### src/rtl/alu_seq_pkg.sv
// Shared types for the ALU operation sequencer: FSM encodings, request
// entry and response flag layout.
package alu_seq_pkg;

  localparam int ALU_DATA_W = 8;
  localparam int ALU_SEL_W  = 4;

  typedef logic [1:0] state_t;
  localparam state_t ST_IDLE  = 2'd0;
  localparam state_t ST_ISSUE = 2'd1;
  localparam state_t ST_WAIT  = 2'd2;
  localparam state_t ST_RESP  = 2'd3;

  typedef struct packed {
    logic [ALU_DATA_W-1:0] a;
    logic [ALU_DATA_W-1:0] b;
    logic [ALU_SEL_W-1:0]  sel;
  } req_t;

  // Packed so that the bit order matches rsp_flags {Zero,Carry,Overflow,Negative}
  typedef struct packed {
    logic zero;
    logic carry;
    logic overflow;
    logic negative;
  } flags_t;

  localparam int FLAG_ZERO_BIT     = 3;
  localparam int FLAG_CARRY_BIT    = 2;
  localparam int FLAG_OVERFLOW_BIT = 1;
  localparam int FLAG_NEGATIVE_BIT = 0;

  function automatic flags_t pack_flags(input logic z, input logic c,
                                        input logic v, input logic n);
    flags_t f;
    f.zero     = z;
    f.carry    = c;
    f.overflow = v;
    f.negative = n;
    return f;
  endfunction

endpackage

### src/rtl/alu_seq_fifo.sv
// Synchronous request FIFO for the ALU sequencer; power-of-two depth,
// asynchronous active-low reset flushes the pointers and occupancy.
module alu_seq_fifo
  import alu_seq_pkg::*;
#(
  parameter int DEPTH = 4
) (
  input  logic clk,
  input  logic reset,
  input  logic push_i,
  input  req_t wdata_i,
  input  logic pop_i,
  output req_t rdata_o,
  output logic full_o,
  output logic empty_o
);

  localparam int PW = $clog2(DEPTH);

  req_t          mem_q [DEPTH];
  logic [PW-1:0] wptr_q;
  logic [PW-1:0] rptr_q;
  logic [PW:0]   count_q;
  logic          do_push;
  logic          do_pop;

  // Fullness is judged on the registered count, so a pop never frees a slot
  // for a push in the same cycle.
  assign full_o  = (count_q == (PW+1)'(DEPTH));
  assign empty_o = (count_q == '0);
  assign do_push = push_i && !full_o;
  assign do_pop  = pop_i && !empty_o;
  assign rdata_o = mem_q[rptr_q];

  always_ff @(posedge clk) begin
    if (do_push) begin
      mem_q[wptr_q] <= wdata_i;
    end
  end

  always_ff @(posedge clk or negedge reset) begin
    if (!reset) begin
      wptr_q  <= '0;
      rptr_q  <= '0;
      count_q <= '0;
    end else begin
      if (do_push) begin
        wptr_q <= wptr_q + PW'(1);
      end
      if (do_pop) begin
        rptr_q <= rptr_q + PW'(1);
      end
      case ({do_push, do_pop})
        2'b10:   count_q <= count_q + (PW+1)'(1);
        2'b01:   count_q <= count_q - (PW+1)'(1);
        default: count_q <= count_q;
      endcase
    end
  end

endmodule

### src/rtl/alu_op_sequencer.sv
// Drives the ALU one queued operation at a time and returns Result/flags.
// Optional statistics counters are enabled with ALU_OP_SEQUENCER_STATS_EN.
module alu_op_sequencer
  import alu_seq_pkg::*;
#(
  parameter int DATA_W  = ALU_DATA_W,
  parameter int SEL_W   = ALU_SEL_W,
  parameter int ALU_LAT = 1,
  parameter int DEPTH   = 4
) (
  input  logic              clk,
  input  logic              reset,
  input  logic              req_valid,
  output logic              req_ready,
  input  logic [DATA_W-1:0] req_a,
  input  logic [DATA_W-1:0] req_b,
  input  logic [SEL_W-1:0]  req_sel,
  output logic [DATA_W-1:0] alu_a,
  output logic [DATA_W-1:0] alu_b,
  output logic [SEL_W-1:0]  alu_sel,
  input  logic [DATA_W-1:0] alu_result,
  input  logic              alu_zero,
  input  logic              alu_carry,
  input  logic              alu_overflow,
  input  logic              alu_negative,
  output logic              rsp_valid,
  input  logic              rsp_ready,
  output logic [DATA_W-1:0] rsp_result,
  output logic [3:0]        rsp_flags,
`ifdef ALU_OP_SEQUENCER_STATS_EN
  output logic [15:0]       ops_done,
  output logic [15:0]       ovf_count,
`endif
  output logic              busy
);

  state_t            state_q, state_d;
  logic [3:0]        cnt_q, cnt_d;
  req_t              alu_q, alu_d;
  logic [DATA_W-1:0] rsp_result_q, rsp_result_d;
  flags_t            rsp_flags_q, rsp_flags_d;
  logic              rsp_valid_q, rsp_valid_d;
  logic              ready_q;

  req_t              push_data;
  req_t              head;
  logic              fifo_full;
  logic              fifo_empty;
  logic              fifo_push;
  logic              fifo_pop;

  assign push_data.a   = req_a;
  assign push_data.b   = req_b;
  assign push_data.sel = req_sel;

  // ready_q keeps req_ready low while reset is held and for the release edge
  assign req_ready = ready_q && !fifo_full;
  assign fifo_push = req_valid && req_ready;

  alu_seq_fifo #(
    .DEPTH(DEPTH)
  ) u_fifo (
    .clk    (clk),
    .reset  (reset),
    .push_i (fifo_push),
    .wdata_i(push_data),
    .pop_i  (fifo_pop),
    .rdata_o(head),
    .full_o (fifo_full),
    .empty_o(fifo_empty)
  );

  always_comb begin
    state_d      = state_q;
    cnt_d        = cnt_q;
    alu_d        = alu_q;
    rsp_result_d = rsp_result_q;
    rsp_flags_d  = rsp_flags_q;
    rsp_valid_d  = rsp_valid_q;
    fifo_pop     = 1'b0;
    case (state_q)
      ST_IDLE: begin
        if (!fifo_empty) begin
          fifo_pop = 1'b1;
          alu_d    = head;
          state_d  = ST_ISSUE;
        end
      end
      ST_ISSUE: begin
        cnt_d   = 4'(ALU_LAT - 1);
        state_d = ST_WAIT;
      end
      ST_WAIT: begin
        if (cnt_q == 4'd0) begin
          rsp_result_d = alu_result;
          rsp_flags_d  = pack_flags(alu_zero, alu_carry, alu_overflow, alu_negative);
          rsp_valid_d  = 1'b1;
          state_d      = ST_RESP;
        end else begin
          cnt_d = cnt_q - 4'd1;
        end
      end
      ST_RESP: begin
        // Back-to-back issue straight from the response handshake
        if (rsp_ready) begin
          rsp_valid_d = 1'b0;
          if (!fifo_empty) begin
            fifo_pop = 1'b1;
            alu_d    = head;
            state_d  = ST_ISSUE;
          end else begin
            state_d = ST_IDLE;
          end
        end
      end
      default: state_d = ST_IDLE;
    endcase
  end

  always_ff @(posedge clk or negedge reset) begin
    if (!reset) begin
      state_q      <= ST_IDLE;
      cnt_q        <= '0;
      alu_q        <= '0;
      rsp_result_q <= '0;
      rsp_flags_q  <= '0;
      rsp_valid_q  <= 1'b0;
      ready_q      <= 1'b0;
    end else begin
      state_q      <= state_d;
      cnt_q        <= cnt_d;
      alu_q        <= alu_d;
      rsp_result_q <= rsp_result_d;
      rsp_flags_q  <= rsp_flags_d;
      rsp_valid_q  <= rsp_valid_d;
      ready_q      <= 1'b1;
    end
  end

  assign alu_a      = alu_q.a;
  assign alu_b      = alu_q.b;
  assign alu_sel    = alu_q.sel;
  assign rsp_valid  = rsp_valid_q;
  assign rsp_result = rsp_result_q;
  assign rsp_flags  = rsp_flags_q;
  assign busy       = (state_q != ST_IDLE) || !fifo_empty;

`ifdef ALU_OP_SEQUENCER_STATS_EN
  logic [15:0] ops_done_q;
  logic [15:0] ovf_count_q;
  logic        rsp_hs;

  assign rsp_hs = rsp_valid_q && rsp_ready;

  // Both counters saturate instead of wrapping
  always_ff @(posedge clk or negedge reset) begin
    if (!reset) begin
      ops_done_q  <= '0;
      ovf_count_q <= '0;
    end else if (rsp_hs) begin
      if (ops_done_q != 16'hFFFF) begin
        ops_done_q <= ops_done_q + 16'd1;
      end
      if (rsp_flags_q.overflow && (ovf_count_q != 16'hFFFF)) begin
        ovf_count_q <= ovf_count_q + 16'd1;
      end
    end
  end

  assign ops_done  = ops_done_q;
  assign ovf_count = ovf_count_q;
`endif

endmodule

### config.mk
export PLATFORM = sky130hd
export DESIGN_NAME = alu_op_sequencer
export DESIGN_NICKNAME = d
export VERILOG_FILES = /design/src/rtl/alu_seq_pkg.sv /design/src/rtl/alu_seq_fifo.sv /design/src/rtl/alu_op_sequencer.sv
export SDC_FILE = /design/constraint.sdc
export NUM_CORES = 1
export LEC_CHECK = 0
export ABC_AREA = 1
export BUFFER_PORTS_ARGS = -buffer_cell sky130_fd_sc_hd__buf_2
export CAP_MARGIN = 10
export CORE_ASPECT_RATIO = 0.7
export CORE_MARGIN = 8
export CORE_UTILIZATION = 37
export DETAILED_ROUTE_END_ITERATION = 6
export PLACE_DENSITY = 0.59
export SLEW_MARGIN = 20
export SYNTH_ARGS = -nofsm -noshare
export SYNTH_HDL_FRONTEND = slang
export SYNTH_SLANG_ARGS = --single-unit
export TNS_END_PERCENT = 1
### constraint.sdc
create_clock -name clk -period 4.1 [get_ports clk]
set_input_delay 0.615 -clock clk [delete_from_list [all_inputs] [get_ports clk]]
set_output_delay 0.615 -clock clk [all_outputs]
set_load 0.01 [all_outputs]
==> qor.yml <==
outcome:
  status: "completed"
final_layout:
  antennaDiodeCount: 0
  fin_area_mm2: 0.006312
  most-common-layout-cells: "edfxtp_1 (80), nand2_1 (75), buf_2 (69), nor2_1 (62), o21ai_0 (56)"
  mostFrequentLayoutCell: "edfxtp_1"
  final_nets: 590
  area_delta_synth_final_pct: 20.18
  fillers: 1303
  drive_gt1_share_pct: 22.56
  fin_util_pct: 45.50
timing:
  worst_slew_pin_slew_ns: 0.8233
  rsz0062_at_grt: "false"
  fin_crit_ns: 2.435
  slew_headroom_pct: 45.06
  setup_violations: 0
  hold_viol: 0
  fmax_mhz: 410.7
  timing.final.crit_share_pct: 59.38
  slew_violations: 0
  setup_tns_ns: 0
  fin_skew_ns: 0.01448
critical_path:
  r2r.worst_path.cells: 13
  crit_top_cell: "inv_1"
  worstSetupStartpointType: "flop"
  arrival_ns: 2.72
  cp-end-kind: "flop"
  crit_chain: "inv_1, ha_1, inv_1, nand2_4, inv_1, nand2_1, inv_1, ha_1, inv_1, fa_1, a21oi_1, o21ai_0, xor2_1"
  crit_path_max_fanout: 23
  r2r-end: "u_fifo.count_q[2]"
  crit_type: "reg2reg"
  ff2ff_setup_slack_ns: 1.67
  r2r_start: "state_q[0]"
  cp.required_ns: 4.38
  cp_slowest_stage_delay_ns: 0.42
  slowest_stage: "dfrtp_1"
logic_synthesis:
  avgSynthCellArea_um2: 11.27
  yosys.area.top_type: "edfxtp_1"
  seq_area_frac_synth_pct: 68.13
  synth.distinct_cells: 27
  yosys_warnings: 0
  yosys.area.top_type_share_pct: 45.74
  synth_nets: 515
  syn_inst: 466
  netlist_top_cells_area: "edfxtp_1 (46%), dfrtp_1 (22%), nand2_1 (5.4%), o21ai_0 (5.3%), nor2_1 (4.7%)"
  syn_area_mm2: 0.005253
  ys_seq_elements: 127
detailed_routing:
  num_vias: 3433
  wl_um: 11220
  viasPerCell: 4.614
  drt-wirelength-per-cell_um: 15.07
  ant_nets: 0
  dr.first_iter.drc_count: 190
  drc: 0
  drtPass1Iterations: 4
clock_network:
  clk_pin_slew_ns: 0.06
  cts_hold_buf: 0
  clk_path_buf_depth: 2
  numCtsBuffers: 17
  cts_repair_resize_count: 0
  h-tree-depth: 4
  cts_root_buf: "clkbuf_16"
  clkSinkCount: 127
  cts_tree: "done"
  clk_latency_ns: 0.41
  cts_setup_buffers: 0
global_route:
  grt_usage_pct: 13.15
  grt_max_degree: 48
  grt_pass1_vias: 3459
  grt_pass1_wl_um: 18380
  overflow: 0
  antenna_found_initial: 0
power:
  p_comb_share_pct: 34.8
  power_density_mw_per_mm2: 786.7
  power.leakage_nw: 2.670
  p_sw_share_pct: 38.25
  pwr-share-clk_pct: 27.5
  power_frac_seq_pct: 37.7
  intPower_w: 0.003067
  ir_drop_v: 0.0003233
  p_switching_w: 0.001899
floorplanning:
  rows: 36
  die_area_mm2: 0.01833
  die_width_um: 158.4
  start_util_pct: 37.86
  core_area_mm2: 0.01387
  io_pins: 71
  die_h_um: 115.7
place:
  dp_hpwl_um: 7196
  place.gp.congestion: 0.7578
  postPlaceCellArea_mm2: 0.005759
  port_buffers: 70
job:
  cap_violations: 0
worst_hold_path:
  min_path_type: "in2async"
==> critical path, delay by kind of cell (launching register included) <==
family	cells	cell delay, ns
buf+inv	5	0.46
flops	1	0.42
fa+ha+maj	3	0.80
compound gates	2	0.25
xor+xnor	1	0.15
simple gates	2	0.23
==> final cells by class <==
cell class | count | area, um^2 | area share, %
well taps | 190 | 237.7 | 3.766
clock inverters | 14 | 111.4 | 1.764
clock buffers | 18 | 439.2 | 6.957
inverters | 36 | 135.1 | 2.141
multi-input cells | 283 | 1413 | 22.38
repair buffers | 76 | 397.9 | 6.303
flip-flops and latches | 127 | 3578 | 56.69
==> layer usage <==
| layer | routed length [um] | global-route usage [%] |
|---|---|---|
| met1 | 5462 | 17.81 |
| met5 | 0 | 0 |
| met3 | 838 | 4.247 |
| met2 | 4852 | 19.52 |
| met4 | 63 | 4.508 |
==> sequential cells by signal (all words and copies together) (netlist names), 3 cells and up <==
| register | count |
|---|---|
| rsp_flags | 4 |
| cnt_q | 4 |
| alu_b | 8 |
| u_fifo.mem_q | 80 |
| rsp_result | 8 |
| u_fifo.count_q | 3 |
| alu_a | 8 |
| alu_sel | 4 |
==> through the flow <==
stage / power [W] / worst slack [ns] / hold WS [ns] / cells
2_1_floorplan: 0.003140 / 1.960 / 0.3194 / 466
3_3_place_gp: 0.003589 / 1.751 / 0.4650 / 712
3_5_place_dp: 0.003645 / 1.657 / 0.4725 / 712
4_1_cts: 0.005031 / 1.661 / 0.4007 / 744
5_1_grt: 0.005364 / 1.477 / 0.2616 / 744
6_report: 0.004966 / 1.665 / 0.2151 / 744
==> worst max path at each step <==
stage                     from                end  slack [ns]  cells past startpoint
finish              state_q[0]  u_fifo.count_q[2]        1.67                     13
global route        state_q[0]  u_fifo.count_q[2]        1.48                     13
CTS                 state_q[0]  u_fifo.count_q[2]        1.66                     13
detailed placement  state_q[0]  u_fifo.count_q[2]        1.66                     13
floorplan           state_q[0]  u_fifo.count_q[2]        1.96                     13
global placement    state_q[0]  u_fifo.count_q[2]        1.75                     13
==> cells by family (layout without fill, tap and decap cells) <==
logic type,Yosys count,in the layout,synth area share [%]
XOR/XNOR,4,4,0.6671
flip-flops,127,127,68.13
AO/OA/AOI/OAI,104,104,10.03
buffers and inverters,56,144,5.169
other,1,1,0.07139
adder cells (fa/ha/maj),13,13,3.240
AND/OR/NAND/NOR,161,161,12.70
==> power by group through the flow <==
stage / Sequential, W / Clock, W / Combinational, W
after floorplan: 0.00193 / 0 / 0.00121
after global placement: 0.00189 / 0 / 0.00170
after detailed placement: 0.00190 / 0 / 0.00175
after CTS: 0.00188 / 0.00140 / 0.00176
after global routing: 0.00191 / 0.00145 / 0.00200
final: 0.00187 / 0.00137 / 0.00173
==> Yosys cell counts, drive strengths merged <==
master	number
o21ai	101
edfxtp	80
nand2	77
nor2	71
dfrtp	47
inv	36
buf	16
ha	12
nand3	11
clkbuf	4
a21oi	2
xnor2	2
xor2	2
a21boi	1
conb	1
fa	1
nand3b	1
or2	1
Power figures use the tool's default switching activity.
